===== config.mk =====
export PLATFORM = sky130hd
export DESIGN_NAME = reset_sequencer_flat
export DESIGN_NICKNAME = d
export VERILOG_FILES = /design/src/rtl/reset_seq_pkg.sv /design/src/rtl/reset_sequencer_if.sv /design/src/rtl/sync_2ff.sv /design/src/rtl/reset_sequencer.sv /design/src/flat_wrapper.sv
export SDC_FILE = /design/constraint.sdc
export NUM_CORES = 1
export LEC_CHECK = 0
export BUFFER_PORTS_ARGS = -buffer_cell sky130_fd_sc_hd__buf_2
export CORE_MARGIN = 5
export CORE_UTILIZATION = 50
export CTS_BUF_LIST = sky130_fd_sc_hd__clkbuf_4 sky130_fd_sc_hd__clkbuf_8 sky130_fd_sc_hd__clkbuf_16
export CTS_CLUSTER_SIZE = 25
export DETAILED_ROUTE_END_ITERATION = 16
export GPL_ROUTABILITY_DRIVEN = 0
export PLACE_DENSITY = 0.68
export SLEW_MARGIN = 15
export SYNTH_ARGS = -nofsm -noshare
export SYNTH_HDL_FRONTEND = slang
export SYNTH_SLANG_ARGS = --single-unit

===== constraint.sdc =====
create_clock -name clk -period 2.4 [get_ports clk]
set_input_delay 0.24 -clock clk [delete_from_list [all_inputs] [get_ports clk]]
set_output_delay 0.24 -clock clk [all_outputs]
set_load 0.03 [all_outputs]

===== src/rtl/reset_seq_pkg.sv =====
// reset_seq_pkg: state encoding, default timing constants and state-to-output decode
package reset_seq_pkg;

   localparam int DEF_LOCK_STABLE    = 1024;
   localparam int DEF_DONE_TIMEOUT   = 1_000_000;
   localparam int DEF_PLL_RST_CYCLES = 16;
   localparam int DEF_MAX_RETRY      = 3;
   localparam int CNT_W              = 20;

   typedef enum logic [3:0] {
      PLL_RST, WAIT_LOCK, STABLE, REL_SDRAM, WAIT_SDRAM,
      REL_CAM, WAIT_CAM, REL_VGA, RUN, FAULT
   } state_t;

   typedef struct packed {
      logic pll_areset;
      logic sdram_rst_n;
      logic cam_rst_n;
      logic vga_rst_n;
      logic running;
      logic fault;
   } outs_t;

   function automatic outs_t decode(state_t s);
      return '{pll_areset:  s == PLL_RST,
               sdram_rst_n: s >= WAIT_SDRAM && s <= RUN,
               cam_rst_n:   s >= WAIT_CAM && s <= RUN,
               vga_rst_n:   s == RUN,
               running:     s == RUN,
               fault:       s == FAULT};
   endfunction

endpackage


===== src/rtl/reset_sequencer_if.sv =====
// reset_sequencer_if: lock/acknowledge inputs and reset/status outputs of the sequencer
interface reset_sequencer_if;

   logic       pll_locked;
   logic       sdram_init_done;
   logic       cam_cfg_done;
   logic       pll_areset;
   logic       sdram_rst_n;
   logic       cam_rst_n;
   logic       vga_rst_n;
   logic       running;
   logic       fault;
   logic [1:0] retry_cnt;

   modport master (
      input  pll_locked, sdram_init_done, cam_cfg_done,
      output pll_areset, sdram_rst_n, cam_rst_n, vga_rst_n, running, fault, retry_cnt
   );

   modport slave (
      output pll_locked, sdram_init_done, cam_cfg_done,
      input  pll_areset, sdram_rst_n, cam_rst_n, vga_rst_n, running, fault, retry_cnt
   );

endinterface


===== src/rtl/sync_2ff.sv =====
// sync_2ff: two-flop synchronizer with asynchronous active-low clear
module sync_2ff (
   input  logic clk,
   input  logic rst_n,
   input  logic d_i,
   output logic q_o
);

   logic meta_q;

   // clear both stages on reset, otherwise shift the input through two flops
   always_ff @(posedge clk or negedge rst_n)
      if (!rst_n) {q_o, meta_q} <= 2'b00;
      else        {q_o, meta_q} <= {meta_q, d_i};

endmodule


===== src/rtl/reset_sequencer.sv =====
// reset_sequencer: brings up PLL, then releases SDRAM, camera and VGA resets in order, with retry and fault
module reset_sequencer
   import reset_seq_pkg::*;
#(
   parameter int LOCK_STABLE    = DEF_LOCK_STABLE,
   parameter int DONE_TIMEOUT   = DEF_DONE_TIMEOUT,
   parameter int PLL_RST_CYCLES = DEF_PLL_RST_CYCLES,
   parameter int MAX_RETRY      = DEF_MAX_RETRY
) (
   input  logic              clk,
   input  logic              rst_n,
   reset_sequencer_if.master bus
);

   logic             rst_sync_n, lock_s, restart;
   state_t           state_q, state_d;
   logic [CNT_W-1:0] cnt_q, cnt_d;
   logic [1:0]       retry_q, retry_d;
   outs_t            outs_q;

   sync_2ff u_rst_sync  (.clk(clk), .rst_n(rst_n), .d_i(1'b1),           .q_o(rst_sync_n));
   sync_2ff u_lock_sync (.clk(clk), .rst_n(rst_n), .d_i(bus.pll_locked), .q_o(lock_s));

   // next state, shared counter and retry bookkeeping; lock loss and timeout fold into one restart
   always_comb begin
      state_d = state_q;
      cnt_d   = cnt_q + CNT_W'(1);
      retry_d = retry_q;
      restart = 1'b0;
      case (state_q)
         PLL_RST:    if (cnt_q == CNT_W'(PLL_RST_CYCLES - 1)) state_d = WAIT_LOCK;
         WAIT_LOCK:  if (lock_s) begin
                        state_d = STABLE;
                        cnt_d   = '0;
                     end
         STABLE:     if (!lock_s) state_d = WAIT_LOCK;
                     else if (cnt_q == CNT_W'(LOCK_STABLE - 1)) state_d = REL_SDRAM;
         REL_SDRAM:  begin
                        state_d = WAIT_SDRAM;
                        cnt_d   = '0;
                     end
         WAIT_SDRAM: if (bus.sdram_init_done) state_d = REL_CAM;
                     else if (cnt_q == CNT_W'(DONE_TIMEOUT - 1)) restart = 1'b1;
         REL_CAM:    begin
                        state_d = WAIT_CAM;
                        cnt_d   = '0;
                     end
         WAIT_CAM:   if (bus.cam_cfg_done) state_d = REL_VGA;
                     else if (cnt_q == CNT_W'(DONE_TIMEOUT - 1)) restart = 1'b1;
         REL_VGA:    state_d = RUN;
         default:    ;
      endcase
      if (!lock_s && state_q >= REL_SDRAM && state_q <= RUN) restart = 1'b1;
      if (restart) begin
         cnt_d   = '0;
         state_d = (retry_q == 2'(MAX_RETRY)) ? FAULT : PLL_RST;
         retry_d = (retry_q == 2'(MAX_RETRY)) ? retry_q : retry_q + 2'd1;
      end
   end

   // state, counter, retry and output registers; held at reset values until the reset synchronizer releases
   always_ff @(posedge clk or negedge rst_n)
      if (!rst_n) begin
         state_q <= PLL_RST;
         cnt_q   <= '0;
         retry_q <= '0;
         outs_q  <= decode(PLL_RST);
      end else if (rst_sync_n) begin
         state_q <= state_d;
         cnt_q   <= cnt_d;
         retry_q <= retry_d;
         outs_q  <= decode(state_d);
      end

   assign bus.pll_areset  = outs_q.pll_areset;
   assign bus.sdram_rst_n = outs_q.sdram_rst_n;
   assign bus.cam_rst_n   = outs_q.cam_rst_n;
   assign bus.vga_rst_n   = outs_q.vga_rst_n;
   assign bus.running     = outs_q.running;
   assign bus.fault       = outs_q.fault;
   assign bus.retry_cnt   = retry_q;

endmodule

===== src/flat_wrapper.sv =====
// flat-port wrapper written by rule: the top's interface ports become plain ports
module reset_sequencer_flat import reset_seq_pkg::*;
#(
   parameter int LOCK_STABLE    = DEF_LOCK_STABLE,
   parameter int DONE_TIMEOUT   = DEF_DONE_TIMEOUT,
   parameter int PLL_RST_CYCLES = DEF_PLL_RST_CYCLES,
   parameter int MAX_RETRY      = DEF_MAX_RETRY
)
  (clk, rst_n, bus_pll_locked, bus_sdram_init_done, bus_cam_cfg_done, bus_pll_areset, bus_sdram_rst_n, bus_cam_rst_n, bus_vga_rst_n, bus_running, bus_fault, bus_retry_cnt);
  reset_sequencer_if bus_i ();
  input  logic clk;
  input  logic rst_n;
  input wire logic [$bits(bus_i.pll_locked)-1:0] bus_pll_locked;
  input wire logic [$bits(bus_i.sdram_init_done)-1:0] bus_sdram_init_done;
  input wire logic [$bits(bus_i.cam_cfg_done)-1:0] bus_cam_cfg_done;
  output wire logic [$bits(bus_i.pll_areset)-1:0] bus_pll_areset;
  output wire logic [$bits(bus_i.sdram_rst_n)-1:0] bus_sdram_rst_n;
  output wire logic [$bits(bus_i.cam_rst_n)-1:0] bus_cam_rst_n;
  output wire logic [$bits(bus_i.vga_rst_n)-1:0] bus_vga_rst_n;
  output wire logic [$bits(bus_i.running)-1:0] bus_running;
  output wire logic [$bits(bus_i.fault)-1:0] bus_fault;
  output wire logic [$bits(bus_i.retry_cnt)-1:0] bus_retry_cnt;
  assign bus_i.pll_locked = bus_pll_locked;
  assign bus_i.sdram_init_done = bus_sdram_init_done;
  assign bus_i.cam_cfg_done = bus_cam_cfg_done;
  assign bus_pll_areset = bus_i.pll_areset;
  assign bus_sdram_rst_n = bus_i.sdram_rst_n;
  assign bus_cam_rst_n = bus_i.cam_rst_n;
  assign bus_vga_rst_n = bus_i.vga_rst_n;
  assign bus_running = bus_i.running;
  assign bus_fault = bus_i.fault;
  assign bus_retry_cnt = bus_i.retry_cnt;
  reset_sequencer #(.LOCK_STABLE(LOCK_STABLE), .DONE_TIMEOUT(DONE_TIMEOUT), .PLL_RST_CYCLES(PLL_RST_CYCLES), .MAX_RETRY(MAX_RETRY)) u_core (.clk(clk), .rst_n(rst_n), .bus(bus_i));
endmodule

* Word-level counts from Yosys, hierarchy flattened
Index checks and enable logic that the tools add are counted.
** Cells by class
- Add/subtract/negate cells :: 2
- Magnitude comparators :: 5
- Equal/unequal tests :: 13
- Mux-type cells :: 17
- Bitwise operators :: 1
- Reductions and logical operators :: 9
** Operators with widths (count)
- $mux W20 :: 2
- $pmux W20 S2 :: 1
- $mux W4 :: 8
- $pmux W4 S8 :: 1
- $add A20 B1 Y20 const B :: 1
- $eq A20 B10 Y1 const B :: 1
- $eq A20 B20 Y1 const B :: 1
- $eq A20 B4 Y1 const B :: 1
- $eq A4 B3 Y1 const B :: 4
- $eq A4 B2 Y1 const B :: 2
- $eq A4 B4 Y1 const B :: 2
- $ge A4 B3 Y1 const B :: 2
- $le A4 B4 Y1 const B :: 2
- $logic_not A4 Y1 :: 2
- $eq A4 B1 Y1 const B :: 1
- $ge A4 B2 Y1 const B :: 1
- $logic_and A1 B1 Y1 :: 4
- $mux W1 :: 4
- $reduce_and A3 Y1 :: 1
- $add A2 B1 Y2 const B :: 1
- $eq A2 B2 Y1 const B :: 1
- $pmux W1 S2 :: 1
- $reduce_or A2 Y1 :: 1
- $logic_not A1 Y1 :: 1
- $not A1 Y1 :: 1
** Storage, ports and cells
- Bits in registers :: 35
- Input port bits :: 5
- Output and inout bits :: 8

* Longest topological paths before layout
Gate-level depths: netlist of the first run.
- Depth in word-level cells :: 8
- Mapped depth :: 7
- Mapped depth without buffers :: 6

* By module
From an unflattened synthesis of the first run, not the netlist that was laid out.
** Unflattened totals
- Cell total of the unflattened synthesis :: 220
- Area, all modules :: 2021.9 sq um
** Modules (own cells, without submodules)
- reset_sequencer :: instances 1, cells each 216, area an instance 1921.8 sq um
- sync_2ff :: instances 2, cells each 2, area an instance 50.0 sq um

* Worst setup path before layout of the first run
OpenSTA, ideal clock, no wires.
- Path kind :: register to register
- Start :: register u_core.cnt_q[6]
- End :: register u_core.retry_q[1], in the netlist u_core.bus.retry_cnt[1]
- Data arrival time :: 2.027 ns
- Required time :: 2.272 ns
- Setup slack :: 0.245 ns
- Cell stages (with the launch flop) :: 7
- Buffers on the path :: 1
- Path through :: dfrtp_1 buf_6 or4_4 nor4_4 a32oi_2 nor3_2 mux2_1
** On the way
- Word-level cells in the longest chain between the ends :: 6
** RTL lines
- start, declared :: RTL line reset_sequencer.sv:17 : logic [CNT_W-1:0] cnt_q, cnt_d;
- start signal, assigned :: RTL line reset_sequencer.sv:70 : cnt_q <= cnt_d;
- $eq A20 B20 Y1 (*) :: RTL line reset_sequencer.sv:43, reset_sequencer.sv:49
- $mux W1 (*) :: RTL line reset_sequencer.sv:43, reset_sequencer.sv:49
- $mux W1 (on tied branches) :: RTL line reset_sequencer.sv:48, reset_sequencer.sv:42
- $pmux W1 S2 (*) :: RTL line reset_sequencer.sv:30 : case (state_q)
- $mux W1 (*) :: RTL line reset_sequencer.sv:53 : if (!lock_s && state_q >= REL_SDRAM && state_q <= RUN) restart = 1'b1;
- $reduce_and A3 Y1 (no source line) (*)
- end signal, assigned :: RTL line reset_sequencer.sv:71 : retry_q <= retry_d;
- end, declared :: RTL line reset_sequencer.sv:18 : logic [1:0] retry_q, retry_d;
Mark *: on every way between the ends. The rest lies on a longest branch, timed or not.
A chain may end at the register's enable or synchronous reset.

* Worst setup path after layout of the first run
- Start :: register u_core.state_q[3]
- End :: register u_core.outs_q (netlist bit u_core.bus.fault)
** On the way
- Word-level cells in the longest chain between the ends :: 6
** RTL lines
- start, declared :: RTL line reset_sequencer.sv:16 : state_t state_q, state_d;
- start signal, assigned :: RTL line reset_sequencer.sv:69 : state_q <= state_d;
- $ge A4 B2 Y1 :: RTL line reset_sequencer.sv:53
- $logic_and A1 B1 Y1 (2 in series) :: RTL line reset_sequencer.sv:53
- $mux W1 :: RTL line reset_sequencer.sv:53
- $mux W4 (*) :: RTL line reset_sequencer.sv:54 : if (restart) begin
- $eq A4 B4 Y1 (*) :: RTL line reset_seq_pkg.sv:30 : fault: s == FAULT};
- end signal, assigned :: RTL line reset_sequencer.sv:67 : outs_q <= decode(PLL_RST);
- end signal, assigned :: RTL line reset_sequencer.sv:72 : outs_q <= decode(state_d);
- end, declared :: RTL line reset_sequencer.sv:19 : outs_t outs_q;
Marks and branches as above.

==> flow_summary.yaml, run 1 <==
run_status:
  outcome: "finished clean"
floorplanning:
  num_io_pins: 13
  core_um2: 3716
  chipWidth_um: 72.42
  start_util_pct: 52.42
  die_height_um: 72.42
  row_count: 22
  die-area_um2: 5245
clocking:
  htreeDepth: 2
  cts.clk_slew.worst_paths_ps: 70
  clk_latency_ps: 300
  clk_path_buf_depth: 2
  cts_made_buffers: 5
  clkSinkCount: 35
  cts_tree: "built"
  clock_tree.root_cell: "clkbuf_8"
run:
  drv_cap: 0
worst_setup_path:
  crit_path_end_kind: "flop"
  worst_ep_arrival_time_ps: 2480
  crit_path_start_kind: "flop"
  critPathKind: "flop to flop"
  cp_max_fo: 7
  cp_data_required_time_ps: 2580
timing:
  timing.hold.ws_ps: 14.14
  fin_crit_sh_pct: 95.58
  relSlewSlack_pct: 47.64
  setup_violations: 0
  period_needed_ps: 2294
  finalHoldViolCount: 0
  fmax_ghz: 0.4359
  fin_worst_skew_ps: 5.557
  worstMarginPinSlew_ps: 785.4
  layout_setup_ws_ps: 106.0
  slew_viol_final: 0
  grt_setup_unrepaired: "yes"
route:
  drtAntennaViolNets: 0
  num_vias: 1609
  wire_per_inst_um: 15.52
  drc: 0
  vias_per_cell: 5.830
  dr.pass1.iters: 4
  wirelength_um: 4284
  drt_iter0_markers: 137
yosys:
  synthArstFlopShare_pct: 100.0
  seq_area_frac_synth_pct: 45.02
  postSynthCellCount: 209
  ys_warn_count: 0
  synth-simple-area-share_pct: 25.63
  ys_types: 52
  synthFlopType: "dfrtp_1"
  avgSynthCellArea_um2: 9.321
  synth_area_leaders: "dfrtp_1 44%, nor2_1 6.2%, xor2_1 5.4%, nand3_1 3.9%, nand2_1 3.1%"
  yosysTopAreaCell: "dfrtp_1"
  syn_nets: 216
  synth_edf_count: 0
  synth_top_family_by_area: "simple AND/OR/NAND/NOR gates"
  synthMuxAreaShare_pct: 2.697
  synth_seq_cells: 35
  synth_compound_area_share_pct: 13.81
  yosys.area_share.adder_pct: 1.798
  syn_area_um2: 1948
  synth-xor-area-share_pct: 6.294
  synth_top_cell_area_share_pct: 43.67
grt:
  grt_pass1_vias: 1604
  antenna_found_initial: 0
  grt_pass1_wl_um: 7665
  gr-total-overflow: 0
  grt_max_degree: 36
  grtUsageTotal_pct: 18.53
power_and_ir_drop:
  p_comb_share_pct: 14.0
  netSwitchingFraction_pct: 31.28
  p_sw_mw: 0.4228
  p_leak_nw: 0.9960
  seqPwrFrac_pct: 54.4
  fin_total_pwr_mw: 1.352
  vdd_drop_max_v: 0.0003782
  p_clk_share_pct: 31.7
  p_int_mw: 0.9289
  powerDensity_nw_per_um2: 619.4
cells_and_area:
  design_area_um2: 2182
  nets: 234
  regArea_um2: 877.1
  syn_to_final_growth_pct: 12.01
  final_cell_mix: "34 x dfrtp_1, 32 x nor2_1, 16 x nand2_1"
  diodes: 0
  drive_above_1_share_pct: 19.30
  multi_input_area_um2: 987.2
  post-route-util_pct: 58.72
  final_common_cell: "dfrtp_1"
  nFillCells: 352
place:
  post-place-ws_ps: 127.4
  dpl.hpwl_um: 3031
  placed_cell_area_um2: 2088
  io_buffer_count: 12
min_path:
  worst_hold_path_type: "input port to asynchronous set/reset pin"
## final timing paths
check | slack (ps) | depth (start not counted) | start | endpoint
max reg2reg | 110 | 5 | u_core.state_q[3]$_DFFE_PN0P_ | u_core.bus.fault$_DFFE_PN0P_
min reg2reg | 350 | 0 | u_core.u_lock_sync.meta_q$_DFF_PN0_ | u_core.u_lock_sync.q_o$_DFF_PN0_
min | 10 | 1 | rst_n | u_core.state_q[2]$_DFFE_PN0P_
max in group asynchronous | 1870 | 1 | rst_n | u_core.bus.cam_rst_n$_DFFE_PN0P_
max | 110 | 5 | u_core.state_q[3]$_DFFE_PN0P_ | u_core.bus.fault$_DFFE_PN0P_
min in group clk | 50 | 1 | bus_pll_locked | u_core.u_lock_sync.meta_q$_DFF_PN0_
## worst max-delay path: stages, from the launching register on
cell and delay, ps:
dfrtp_1 450, or4_4 580, nor4_4 350, a32oi_2 240, and3_1 240, a221o_1 320
## stage by stage
stage | instances | setup TNS [ps]
final | 276 | 0
after global routing | 276 | -3.446
after CTS | 276 | 0
after detailed placement | 268 | 0
after global placement | 268 | 0
after floorplan | 209 | 0
## power by group through the flow
stage / sequential [mW] / combinational, mW / clock, mW
2_1_floorplan: 0.714 / 0.155 / 0
3_3_place_gp: 0.739 / 0.180 / 0
3_5_place_dp: 0.743 / 0.187 / 0
4_1_cts: 0.732 / 0.189 / 0.441
5_1_grt: 0.745 / 0.223 / 0.465
6_report: 0.735 / 0.189 / 0.428
## state kept, by name (all words and copies together) (netlist names)
name / flops
u_core.bus.sdram_rst_n: 1
u_core.bus.cam_rst_n: 1
u_core.cnt_q: 20
u_core.bus.pll_areset: 1
u_core.state_q: 4
u_core.u_rst_sync.q_o: 1
u_core.u_lock_sync.meta_q: 1
u_core.bus.running: 1
u_core.bus.fault: 1
u_core.u_lock_sync.q_o: 1
u_core.u_rst_sync.meta_q: 1
u_core.bus.retry_cnt: 2
## cell families (layout without fill, tap and decap cells)
group,count (synthesis),count (layout)
AO/OA/AOI/OAI,35,35
adder cells (fa/ha/maj),3,3
AND/OR/NAND/NOR,97,97
flip-flops,35,35
buffers and inverters,19,38
other,1,1
XOR/XNOR,14,14
multiplexers,5,5
## Yosys cell counts, drive strengths merged, types with 3 or more instances
library cell / number
a21oi: 3
a22oi: 3
and3: 6
buf: 5
clkbuf: 7
dfrtp: 34
inv: 7
mux2i: 3
nand2: 16
nand2b: 4
nand3: 15
nand4: 7
nor2: 32
nor3: 3
nor4: 5
o21ai: 8
o2bb2ai: 5
xor2: 12
## cell type report
| class | instances | area share, % |
|---|---|---|
| Clock buffer | 5 | 3.154 |
| Clock inverter | 3 | 0.9174 |
| Inverter | 7 | 1.204 |
| Multi-Input combinational cell | 155 | 45.24 |
| Sequential cell | 35 | 40.19 |
| Tap cell | 48 | 2.752 |
| Timing Repair Buffer | 23 | 6.537 |
## routing by layer
metal	up-vias	track usage (%)	wire length, µm
met3	6	4.848	173
met5	-	0	0
li1	786	-	-
met4	0	6.762	64
met2	30	30.03	2069
met1	787	23.83	1978
## timing repair
item                                   4_1_cts  5_1_grt
setup buffers                                0        0
endpoints found under the hold margin        0        0
hold buffers                                 0        0
setup endpoints to repair                    0       19
resized for setup                            0        2
Note: power is estimated with default switching activity, not from simulation.
==> inputs of run 2 (changes only) <==
==> constraint.sdc (replaced) <==
create_clock -name clk -period 2.5 [get_ports clk]
set_input_delay 0.25 -clock clk [delete_from_list [all_inputs] [get_ports clk]]
set_output_delay 0.25 -clock clk [all_outputs]
set_load 0.03 [all_outputs]
==> flow_summary.yaml, run 2 (synthesis results as in run 1) <==
run_status:
  outcome: "finished clean"
worst_setup_path:
  critPathKind: "flop to flop"
  reg2reg_depth: 5
  cp_cell_sequence: "or4_4, nor4_4, a32oi_2, and3_1, a221o_1"
  startpoint: "u_core.state_q[3]$_DFFE_PN0P_"
  crit_path_start_kind: "flop"
  crit_path_end_kind: "flop"
  worst_ep_arrival_time_ps: 2460
  cp_data_required_time_ps: 2680
  r2r_start: "u_core.state_q[3]$_DFFE_PN0P_"
  r2r_slack_ps: 220
  slowest_delay_ps: 580
  cpMaxStageDelayCell: "or4_4"
  cp_max_fo: 7
route:
  drtAntennaViolNets: 0
  drc: 0
  wire_per_inst_um: 14.94
  drt_iter0_markers: 92
  dr.pass1.iters: 4
  num_vias: 1608
  wirelength_um: 4124
  vias_per_cell: 5.826
cells_and_area:
  top_register: "u_core.cnt_q"
  diodes: 0
  final_cell_mix: "34 x dfrtp_1, 32 x nor2_1, 16 x nand2_1"
  nFillCells: 321
  syn_to_final_growth_pct: 14.19
  final_common_cell: "dfrtp_1"
  drive_above_1_share_pct: 18.86
  nets: 234
  largest_register_ff_count: 20
  fin_cells: 276
place:
  io_buffer_count: 12
  dpl.cell_count: 268
  dpl.hpwl_um: 2910
timing:
  fin_tns_setup_ps: 0
  setup_violations: 0
  grt_setup_unrepaired: "no"
  fin_worst_skew_ps: 6.782
  period_needed_ps: 2277
  slew_viol_final: 0
  worstMarginPinSlew_ps: 785.3
  relSlewSlack_pct: 47.65
  fin_crit_sh_pct: 91.09
  fmax_ghz: 0.4391
  finalHoldViolCount: 0
power_and_ir_drop:
  powerDensity_nw_per_um2: 672.7
  vdd_drop_max_v: 0.0004608
  p_leak_nw: 1.020
floorplanning:
  num_io_pins: 13
  core_um2: 3716
  die_height_um: 72.42
  row_count: 22
  start_util_pct: 52.42
  die-area_um2: 5245
  chipWidth_um: 72.42
clocking:
  clock_tree.root_cell: "clkbuf_8"
  ctsResizeCount: 0
  cts_tree: "built"
  htreeDepth: 2
  clk_path_buf_depth: 2
  clk_latency_ps: 290
  cts.clk_slew.worst_paths_ps: 80
  cts_made_buffers: 5
  postCtsSetupBuffers: 0
  hold_buffers: 0
  clkSinkCount: 35
grt:
  met1_usage_pct: 24.46
  grt_use_met2_pct: 28.01
  grt_pass1_vias: 1572
  grtUsageTotal_pct: 18.04
  gr-total-overflow: 0
  grt_max_degree: 36
  busiest_layer: "met2"
  grtUsageMet3_pct: 4.294
  antenna_found_initial: 0
  grt_pass1_wl_um: 7445
run:
  drv_cap: 0
min_path:
  worst_hold_path_type: "input port to asynchronous set/reset pin"
## run 2: path summary, 6_finish.rpt
check,endpoint
max,u_core.bus.fault$_DFFE_PN0P_
min,u_core.cnt_q[14]$_DFFE_PN0P_
max reg2reg,u_core.bus.fault$_DFFE_PN0P_
min reg2reg,u_core.u_rst_sync.q_o$_DFF_PN0_
max in group asynchronous,u_core.cnt_q[12]$_DFFE_PN0P_
min in group clk,u_core.u_lock_sync.meta_q$_DFF_PN0_
## run 2: routing by layer
metal,vias to the layer above,part of all wire (%)
li1,783,-
met1,786,46
met2,33,48
met3,6,4.1
met4,0,1.6
met5,-,0
## run 2: power by group
part           total, mW  internal (mW)  switching, mW
Sequential         0.700          0.620         0.0801
Combinational      0.181         0.0783          0.103
Clock              0.615          0.398          0.218
## run 2: stage by stage
step / setup slack (ps) / total power [mW] / hold slack [ps] / cell area [µm²] / util (%)
after CTS: 237.1 / 1.511 / 47.89 / 2225 / 59.87
after global placement: 317.5 / 0.8828 / 334.2 / 2088 / 56.20
after global routing: 76.91 / 1.577 / 40.60 / 2225 / 59.87
after floorplan: 345.4 / 0.8346 / -45.59 / 1948 / -
after detailed placement: 249.9 / 0.8898 / 341.8 / 2088 / 56.20
final: 222.7 / 1.496 / 30.51 / 2225 / 59.87
## run 2: critical path: cells and delay by family, from the launching register on
family,cells,cell delay [ps]
AOI/OAI and AO/OA,2,560
DFF,1,440
and+or+nand+nor,3,1170
## run 2: area by class of cell
| cell class | instances | area [µm²] | area share [%] |
|---|---|---|---|
| inverters | 7 | 26.28 | 1.181 |
| multi-input cells | 155 | 982.2 | 44.15 |
| repair buffers | 23 | 142.6 | 6.412 |
| flip-flops and latches | 35 | 877.1 | 39.43 |
| clock buffers | 5 | 68.82 | 3.093 |
| clock inverters | 3 | 67.56 | 3.037 |
| well taps | 48 | 60.06 | 2.700 |
==> inputs of run 3 (changes only) <==
--- a/config.mk
+++ b/config.mk
@@ -6,13 +6,14 @@
 export NUM_CORES = 1
 export LEC_CHECK = 0
 export BUFFER_PORTS_ARGS = -buffer_cell sky130_fd_sc_hd__buf_2
+export CAP_MARGIN = 40
+export CORE_ASPECT_RATIO = 0.6
 export CORE_MARGIN = 5
-export CORE_UTILIZATION = 50
+export CORE_UTILIZATION = 45
 export CTS_BUF_LIST = sky130_fd_sc_hd__clkbuf_4 sky130_fd_sc_hd__clkbuf_8 sky130_fd_sc_hd__clkbuf_16
 export CTS_CLUSTER_SIZE = 25
 export DETAILED_ROUTE_END_ITERATION = 16
 export GPL_ROUTABILITY_DRIVEN = 0
-export PLACE_DENSITY = 0.68
 export SLEW_MARGIN = 15
 export SYNTH_ARGS = -nofsm -noshare
 export SYNTH_HDL_FRONTEND = slang
==> flow_summary.yaml, run 3 (synthesis results as in run 1) <==
min_path:
  holdPathStages: 1
  hold_end: "u_core.u_lock_sync.meta_q$_DFF_PN0_"
  worstHoldStart: "bus_pll_locked"
  worst_hold_path_type: "input port to flop"
worst_setup_path:
  cp_data_required_time_ps: 2670
  crit_path_end_kind: "flop"
  r2r_start: "u_core.state_q[3]$_DFFE_PN0P_"
  r2r_slack_ps: 190
  timing.rr.end: "u_core.cnt_q[10]$_DFFE_PN0P_"
  cp_max_fo: 13
  crit_path_start_kind: "flop"
  critPathKind: "flop to flop"
  reg2reg_depth: 6
  worst_ep_arrival_time_ps: 2490
floorplanning:
  row_count: 18
  die_height_um: 60.97
  core_um2: 4144
  die-area_um2: 5788
  chipWidth_um: 94.94
  num_io_pins: 13
  start_util_pct: 47.01
timing:
  period_needed_ps: 2313
  fin_worst_skew_ps: 9.955
  fmax_ghz: 0.4323
  finalHoldViolCount: 0
  relSlewSlack_pct: 58.11
  slew_viol_final: 0
  fin_tns_setup_ps: 0
  layout_setup_ws_ps: 186.6
  setup_violations: 0
  fin_crit_sh_pct: 92.54
  worstMarginPinSlew_ps: 628.4
  grt_setup_unrepaired: "no"
cells_and_area:
  post-route-util_pct: 53.62
  diodes: 0
  fin_cells: 288
  final_common_cell: "dfrtp_1"
  syn_to_final_growth_pct: 14.07
  nFillCells: 387
  nets: 234
  final_cell_mix: "34 x dfrtp_1, 32 x nor2_1, 16 x nand2_1"
  regArea_um2: 877.1
  multi_input_area_um2: 982.2
  drive_above_1_share_pct: 18.42
  largest_register_ff_count: 20
  top_register: "u_core.cnt_q"
route:
  drtAntennaViolNets: 0
  dr.pass1.iters: 4
  drt_iter0_markers: 103
  wirelength_um: 4764
  drc: 0
  vias_per_cell: 5.736
  num_vias: 1652
  wire_per_inst_um: 16.54
power_and_ir_drop:
  fin_total_pwr_mw: 1.355
  powerDensity_nw_per_um2: 609.8
  p_leak_nw: 1.015
  vdd_drop_max_v: 0.0004213
clocking:
  postCtsSetupBuffers: 0
  clk_latency_ps: 290
  cts_tree: "built"
  cts_made_buffers: 5
  htreeDepth: 2
  clk_path_buf_depth: 2
  ctsResizeCount: 0
  clock_tree.root_cell: "clkbuf_8"
  clkSinkCount: 35
  cts.clk_slew.worst_paths_ps: 70
  hold_buffers: 0
grt:
  antenna_found_initial: 0
  grt_pass1_vias: 1596
  grt_pass1_wl_um: 8059
  gr-total-overflow: 0
  grtUsageTotal_pct: 18.75
  grt_max_degree: 36
run_status:
  outcome: "finished clean"
run:
  drv_cap: 0
place:
  dpl.hpwl_um: 3413
  dpl.cell_count: 278
  post-place-ws_ps: 210.1
  io_buffer_count: 12
-- run 3: cell types whose count changed in the layout (fill, tap and decap cells not counted) --
| cell | change |
|---|---|
| clkinvlp_4 | -1 |
| buf_12 | +1 |
| dlygate4sd3_1 | +1 |
| clkbuf_8 | +2 |
| buf_4 | -2 |
| bufinv_16 | -2 |
| clkbuf_4 | +1 |
-- run 3: metal layers --
layer / track usage (%) / up-vias / share of wire (%)
met5: 0 / - / 0
met4: 6.982 / 0 / 1.1
met3: 4.337 / 6 / 4.7
met2: 27.35 / 38 / 44
met1: 27.23 / 825 / 51
li1: - / 783 / -
-- run 3: area by class of cell --
type | instances | share of cell area (%)
multi-input cells | 155 | 44.20
flip-flops and latches | 35 | 39.47
repair buffers | 23 | 7.095
clock buffers | 8 | 4.673
well taps | 60 | 3.378
inverters | 7 | 1.182
-- run 3: power breakdown --
part           internal [mW]  switching [mW]
combinational         0.0816           0.102
clock                  0.262           0.198
sequential             0.620          0.0921
-- run 3: through the flow --
step / area, µm² / hold WS (ps)
floorplan: 1948 / -45.59
global placement: 2088 / 333.9
detailed placement: 2088 / 339.6
CTS: 2192 / 66.64
global route: 2222 / 58.69
finish: 2222 / 77.13
-- run 3: how the worst max path moves through the flow --
stage	startpoint	to	cells past startpoint
after floorplan	u_core.cnt_q[6]$_DFFE_PN0P_	u_core.bus.retry_cnt[1]$_DFFE_PN0P_	6
after detailed placement	u_core.state_q[3]$_DFFE_PN0P_	u_core.cnt_q[10]$_DFFE_PN0P_	6
after global routing	u_core.state_q[3]$_DFFE_PN0P_	u_core.cnt_q[13]$_DFFE_PN0P_	6
final	u_core.state_q[3]$_DFFE_PN0P_	u_core.cnt_q[10]$_DFFE_PN0P_	6
after global placement	u_core.state_q[3]$_DFFE_PN0P_	u_core.bus.fault$_DFFE_PN0P_	5
after CTS	u_core.state_q[3]$_DFFE_PN0P_	u_core.cnt_q[10]$_DFFE_PN0P_	6
-- run 3: worst max-delay path, cell delays in order, from the launching register on --
cell	delay, ps
dfrtp_1	440
or4_4	580
nor4_4	340
nand3_1	330
a21oi_2	220
buf_4	210
nor2_1	70
